==> src/rtl/mem_arb_pkg.sv <==
// ============================================================================
//  Module      : mem_arb_pkg
//  Description : Shared types and helpers for the memory port arbiter.
//  Revision    : 1.0 - initial release
// ============================================================================
`default_nettype none

package mem_arb_pkg;

   localparam int unsigned MEM_ARB_AW = 10;

   typedef enum logic [1:0] {
      IDLE   = 2'd0,
      ACCESS = 2'd1,
      RESP   = 2'd2
   } arb_state_t;

   typedef enum logic {
      OWN_IF = 1'b0,
      OWN_DM = 1'b1
   } arb_owner_t;

   typedef struct packed {
      logic [31:0] addr;
      logic        we;
      logic [31:0] wdata;
      logic        err;
   } arb_req_t;

   // Misaligned, or any byte-address bit above the word-address field set.
   function automatic logic addr_err(input logic [31:0] addr, input int unsigned aw);
      return (addr[1:0] != 2'b00) || ((addr >> (aw + 2)) != 32'd0);
   endfunction

endpackage

`default_nettype wire

==> src/rtl/mem_arb_pick.sv <==
// ============================================================================
//  Module      : mem_arb_pick
//  Description : Combinational tie-break between fetch and data requests.
//  Revision    : 1.0 - initial release
// ============================================================================
`default_nettype none

module mem_arb_pick
   import mem_arb_pkg::*;
(
   input  logic       if_req_i,
   input  logic       dm_req_i,
   input  arb_owner_t last_i,
   output arb_owner_t winner_o
);

   always_comb begin
      winner_o = OWN_IF;
      if (dm_req_i && (!if_req_i || last_i == OWN_IF)) begin
         winner_o = OWN_DM;
      end
   end

endmodule

`default_nettype wire

==> src/rtl/mem_port_arbiter.sv <==
// ============================================================================
//  Module      : mem_port_arbiter
//  Description : Fetch/data arbiter for a single-port synchronous memory with
//                address range checks. MEM_ARB_RR_EN selects round-robin ties.
//  Revision    : 1.0 - initial release
// ============================================================================
`default_nettype none

module mem_port_arbiter
   import mem_arb_pkg::*;
#(
   parameter int unsigned AW = MEM_ARB_AW
) (
   input  logic          clk,
   input  logic          rst_n,
   input  logic          if_req,
   input  logic [31:0]   if_addr,
   output logic          if_ready,
   output logic          if_rvalid,
   output logic [31:0]   if_rdata,
   output logic          if_err,
   input  logic          dm_req,
   input  logic          dm_we,
   input  logic [31:0]   dm_addr,
   input  logic [31:0]   dm_wdata,
   output logic          dm_ready,
   output logic          dm_rvalid,
   output logic [31:0]   dm_rdata,
   output logic          dm_err,
   output logic [AW-1:0] mem_addr,
   output logic          mem_rden,
   output logic          mem_wren,
   output logic [31:0]   mem_wdata,
   input  logic [31:0]   mem_q
);

   arb_state_t    state_q;
   arb_owner_t    owner_q;
   logic          we_q;
   logic          err_q;
   logic [AW-1:0] mem_addr_q;
   logic [31:0]   mem_wdata_q;
   logic          mem_rden_q;
   logic          mem_wren_q;

   arb_owner_t    w_last;
   arb_owner_t    w_win;
   arb_req_t      w_sel;
   logic          w_any;
   logic          w_grant;
   logic [31:0]   w_rd;

   // The latched owner doubles as the grant history; it resets to "fetch last".
`ifdef MEM_ARB_RR_EN
   assign w_last = owner_q;
`else
   assign w_last = OWN_IF;
`endif

   mem_arb_pick u_pick (
      .if_req_i (if_req),
      .dm_req_i (dm_req),
      .last_i   (w_last),
      .winner_o (w_win)
   );

   assign w_any   = if_req | dm_req;
   assign w_grant = rst_n && (state_q == IDLE) && w_any;

   always_comb begin
      w_sel = '0;
      if (w_win == OWN_DM) begin
         w_sel.addr  = dm_addr;
         w_sel.we    = dm_we;
         w_sel.wdata = dm_wdata;
      end else begin
         w_sel.addr  = if_addr;
      end
      w_sel.err = addr_err(w_sel.addr, AW);
   end

   always_ff @(posedge clk or negedge rst_n) begin
      if (!rst_n) begin
         state_q     <= IDLE;
         owner_q     <= OWN_IF;
         we_q        <= 1'b0;
         err_q       <= 1'b0;
         mem_addr_q  <= '0;
         mem_wdata_q <= '0;
         mem_rden_q  <= 1'b0;
         mem_wren_q  <= 1'b0;
      end else begin
         case (state_q)
            IDLE: begin
               if (w_any) begin
                  state_q     <= ACCESS;
                  owner_q     <= w_win;
                  we_q        <= w_sel.we;
                  err_q       <= w_sel.err;
                  mem_addr_q  <= w_sel.addr[AW+1:2];
                  mem_wdata_q <= w_sel.wdata;
                  mem_rden_q  <= !w_sel.we && !w_sel.err;
                  mem_wren_q  <= w_sel.we && !w_sel.err;
               end
            end
            ACCESS: begin
               state_q    <= RESP;
               mem_rden_q <= 1'b0;
               mem_wren_q <= 1'b0;
            end
            default: begin
               state_q    <= IDLE;
               mem_rden_q <= 1'b0;
               mem_wren_q <= 1'b0;
            end
         endcase
      end
   end

   assign mem_addr  = mem_addr_q;
   assign mem_wdata = mem_wdata_q;
   assign mem_rden  = mem_rden_q;
   assign mem_wren  = mem_wren_q;

   assign if_ready  = w_grant && (w_win == OWN_IF);
   assign dm_ready  = w_grant && (w_win == OWN_DM);

   assign if_rvalid = (state_q == RESP) && (owner_q == OWN_IF);
   assign dm_rvalid = (state_q == RESP) && (owner_q == OWN_DM);

   assign w_rd      = (!we_q && !err_q) ? mem_q : 32'd0;
   assign if_rdata  = if_rvalid ? w_rd : 32'd0;
   assign dm_rdata  = dm_rvalid ? w_rd : 32'd0;
   assign if_err    = if_rvalid && err_q;
   assign dm_err    = dm_rvalid && err_q;

endmodule

`default_nettype wire

==> config.mk <==
export PLATFORM = sky130hd
export DESIGN_NAME = mem_port_arbiter
export DESIGN_NICKNAME = d
export VERILOG_FILES = /design/src/rtl/mem_arb_pkg.sv /design/src/rtl/mem_arb_pick.sv /design/src/rtl/mem_port_arbiter.sv
export SDC_FILE = /design/constraint.sdc
export NUM_CORES = 1
export LEC_CHECK = 0
export ABC_AREA = 1
export CORE_ASPECT_RATIO = 0.75
export CORE_UTILIZATION = 35
export CTS_CLUSTER_DIAMETER = 50
export DETAILED_ROUTE_END_ITERATION = 12
export PLACE_DENSITY = 0.88
export SLEW_MARGIN = 20
export SYNTH_ARGS = -nofsm -noshare
export SYNTH_HDL_FRONTEND = slang
export SYNTH_HIERARCHICAL = 1
export SYNTH_SLANG_ARGS = --single-unit
==> constraint.sdc <==
create_clock -name clk -period 3.4 [get_ports clk]
set_input_delay 0.51 -clock clk [delete_from_list [all_inputs] [get_ports clk]]
set_output_delay 0.51 -clock clk [all_outputs]
set_load 0.005 [all_outputs]
Word-level counts from Yosys, hierarchy flattened --
Index checks and enable logic that the tools add are counted.
Cells by class: mux-type cells 12, reductions and logical operators 20, bitwise gates (word level) 3, eq/ne operators 3
Operators with widths (count):
- 2-to-1 mux 32 bit | 4
- 2-to-1 mux 33 bit | 1
- nonzero test 32 bit | 1
- logical AND 1 bit | 11
- 2-to-1 mux 1 bit | 5
- zero test 1 bit | 4
- one-hot mux 2 bit (2 select lines) | 1
- equality test 2 x 1 -> 1 bit (second input constant) | 1
- equality test 2 bit (second input constant) | 1
- zero test 2 bit | 1
- 2-to-1 mux 2 bit | 1
- inequality test 2 bit (second input constant) | 1
- inverter 1 bit | 2
- AND reduction 2 bit | 1
- nonzero test 2 bit | 1
- logical OR 1 bit | 1
- OR 1 bit | 1
Storage, ports and cells: register bits 49, input port bits 133

Longest topological paths before layout --
depth in word-level cells 8, gate-level depth with buffers 11, gate-level depth less buffers 11

Cells and area by module --
The synthesis kept the hierarchy.
By module, submodules not included:
- mem_port_arbiter | cells each 412, times used 1, area an instance 2875.3 um2, sequential area each 1226.2 um2
- mem_arb_pick | cells each 2, times used 1, area an instance 12.5 um2, sequential area each 0.0 um2

Worst setup path before layout --
Ideal clock, no wire load.
kind input to output, start point input dm_req, end point output dm_ready, setup slack 1631 ps, data arrival time 1259 ps, stages 6, path buffers 2, required time 2890 ps, cell sequence inv_1 a21oi_2 buf_4 buf_4 nand2_1 nor2_1
RTL lines:
- from (decl) | line mem_port_arbiter.sv:22 | input logic dm_req,
- 2-to-1 mux 1 bit | line mem_arb_pick.sv:19 | if (dm_req_i && (!if_req_i || last_i == OWN_IF)) begin
- net w_win | line mem_port_arbiter.sv:47 | arb_owner_t w_win;
- logical AND 1 bit | line mem_port_arbiter.sv:126 | assign dm_ready = w_grant && (w_win == OWN_DM);
- to (decl) | line mem_port_arbiter.sv:26 | output logic dm_ready,
The timed path passes the listed nets, and every way through them passes these cells.

Final worst setup path --
start point register state_q[0], end point output if_rdata[1]
On the way: longest elaborated chain between the ends 3
RTL lines:
- from (decl) | line mem_port_arbiter.sv:37 | arb_state_t state_q;
- from (signal assigned) | line mem_port_arbiter.sv:84 | state_q <= IDLE;
- from (signal assigned) | line mem_port_arbiter.sv:96 | state_q <= ACCESS;
- from (signal assigned) | line mem_port_arbiter.sv:107 | state_q <= RESP;
- equality test 2 bit | line mem_port_arbiter.sv:128 | assign if_rvalid = (state_q == RESP) && (owner_q == OWN_IF);
- logical AND 1 bit | line mem_port_arbiter.sv:128
- 2-to-1 mux 32 bit | line mem_port_arbiter.sv:132 | assign if_rdata = if_rvalid ? w_rd : 32'd0;
- to (decl) | line mem_port_arbiter.sv:20 | output logic [31:0] if_rdata,
Every way passes these cells.

==> run metrics <==
#FFs+latches synth 49; net load switching power 1060 uW; NumNets Final 778; setup violation total in the final timing report 0; clock-pin slew of the registers on the worst-case setup and hold paths 0.09 ns; switching part of the total 36.3%; Iter 0 DRT Violations 175; Port Buffer Count 246; placer congestion estimate 0.763; DRT antenna net count 0; startpoint type of the worst setup path flip-flop; worst path arrival time 2.26 ns; slack of the worst reg-to-reg path 1.89 ns; required time at the endpoint of the critical path 2.89 ns; Fmax 0.362 GHz; die outline area 0.00862 mm^2; vias 3,560; clock network fraction of design power 14.6%; biggest area consumer among synthesized cells dfrtp_1; element type at the critical path end output pin; most frequent cells in the layout clkdlybuf4s50_1, nand2_1, nor3_1; relative contribution of combinational cells to total power 51.8%; Max H-tree Level 2; Leakage Power 0.00241 uW; summed negative setup slack over all endpoints 0 ns; cells along the critical path nor3_2 -> inv_1 -> nor3_1 -> clkdlybuf4s50_1; worst-case clock buffer depth 2; first-pass iteration count of the detailed router 4; share of the synthesized area in the top cell type 42.5%; worst-skew pair later-pin latency 0.30 ns; number of CTS-inserted buffers 5; portion of the post-synthesis area used by sequential elements 42.5%; clock tree from TritonCTS done; worst relative slew slack 34.3%; setup fix buffers added after clock tree synthesis 0; Post-Syn Nets 547; Final Slew Violations 0; maximum fanout encountered on the critical timing path 33; most frequent standard cell in the layout excluding fill and tap cells clkdlybuf4s50_1; Overall Global Routing Usage 24.3%; global-route wire length before repair 16,400 um; Resized Gates After CTS 0; YS warnings 6; slew at the pin with the worst max-slew slack 0.985 ns; sequential cell fraction of total power 33.6%; cell area power density 534 mW/mm^2; count of standard-cell rows 28; Worst VDD drop 0.000355 V; pin count of the biggest net entering global routing 65; Period Utilization, post-route 81.3%; layout overhead on the synthesized area 89.3%; half-perimeter wire length of the detailed placement result 8380 um; mean instance size in the synthesized netlist 6.98 um^2; class of the worst hold path in2async; Internal Power 1860 uW; status finished, final reports clean; crit path setup slack, layout 0.634 ns; total power 2920 uW; post-synthesis cell area 0.00289 mm^2; die extent in y 80.7 um; cell types occupying the most area after synthesis dfrtp_1, nand2_1, nor3_1, nand3_1, inv_1; via count of the first global-routing pass 3,437; area of the core region 0.00795 mm^2; Total Wirelength 10,700 um; clk root buf clkbuf_8; Final Instance Area 0.00547 mm^2; count of endpoints failing hold in the final timing report 0; worst slack after detailed placement 0.809 ns; starting density of the core 36.3%; CP max-delay cell clkdlybuf4s50_1; area after detailed placement 0.00534 mm^2; layout cell share with drive strength beyond 1 3.87%; total grt overflow 0; number of clock sinks seen by CTS 49; IO Pins 247; clock skew after layout 0.0130 ns; worst hold slack after final layout 0.355 ns; number of buffers inserted for hold repair after clock tree synthesis 0; critical setup path kind reg2out; synthesized instance count 414; number of antenna cells inserted 0; antenna violations before repair 0; Final min period 2.77 ns; average wire per cell in the routed design 14.2 um; delay of the slowest cell on the worst path 0.55 ns; via-per-instance ratio 4.74; max cap viols 0; final routed DRC violation total 0; overall die width 107 um; unrepaired setup endpoints after global routing no; unique cell type count in the Yosys netlist 20
per-layer routing:
| metal | GRT usage [%] | share of wire, % | vias to the layer above |
|---|---|---|---|
| met3 | 6.09 | 7.1 | 21 |
| met4 | 7.53 | 2.4 | 0 |
| li1 | - | - | 1770 |
| met1 | 25.5 | 38 | 1617 |
| met5 | 0 | 0 | - |
| met2 | 47.4 | 53 | 152 |
cell type report:
type	instances	area [um^2]
Fill cell	653	2490
Multi-Input combinational cell	288	1310
Clock buffer	7	86.3
Sequential cell	49	1230
Timing Repair Buffer	251	2490
Tap cell	105	131
Clock inverter	1	30.0
Inverter	50	188
kinds of logic after synthesis:
logic type / synth area share [%]
other cells: 0.130
compound gates: 2.99
buf+inv: 12.9
simple gates: 41.5
flops: 42.5
worst paths after layout:
path / from / end / cells past startpoint
max reg2reg: state_q[0] / mem_addr[6] / 6
max: state_q[0] / if_rdata[1] / 4
min in group clk: state_q[1] / state_q[1] / 1
min reg2reg: state_q[1] / state_q[1] / 1
max in group asynchronous: rst_n / we_q / 2
min: rst_n / mem_wdata[26] / 2
registers in the layout, summed over array words and instances, names as in the netlist:
name,count
we_q,1
err_q,1
mem_wdata,32
owner_q,1
state_q,2
mem_addr,10
mem_wren,1
mem_rden,1
synthesized netlist by cell type:
cell type	number
nand2_1	114
nor3_1	69
dfrtp_1	49
inv_1	46
nor2_1	44
nand3_1	35
buf_2	16
a31oi_1	10
buf_6	7
inv_2	4
nand3b_1	4
buf_4	3
nor2_2	3
nor3_2	3
a21oi_1	2
a21oi_2	1
clkbuf_1	1
conb_1	1
o21ai_0	1
or2_1	1
worst max-delay path: cells and delay by family, from the launching register on:
kind | cells | cell delay (ns)
DFF | 1 | 0.41
and+or+nand+nor | 2 | 0.56
buffers and inverters | 2 | 0.98
power groups by stage:
stage | Sequential [uW] | Combinational, uW | Clock [uW]
after floorplan | 1000 | 677 | 0
after global placement | 976 | 1470 | 0
after detailed placement | 988 | 1510 | 0
after CTS | 982 | 1520 | 436
after global routing | 1020 | 1650 | 459
final | 981 | 1510 | 427
through the flow:
stage / utilization [%] / std cells
after floorplan: - / 414
after global placement: 67.2 / 743
after detailed placement: 67.2 / 743
after CTS: 68.7 / 751
after global routing: 68.7 / 751
final: 68.7 / 751
Power figures use the tool's default switching activity.
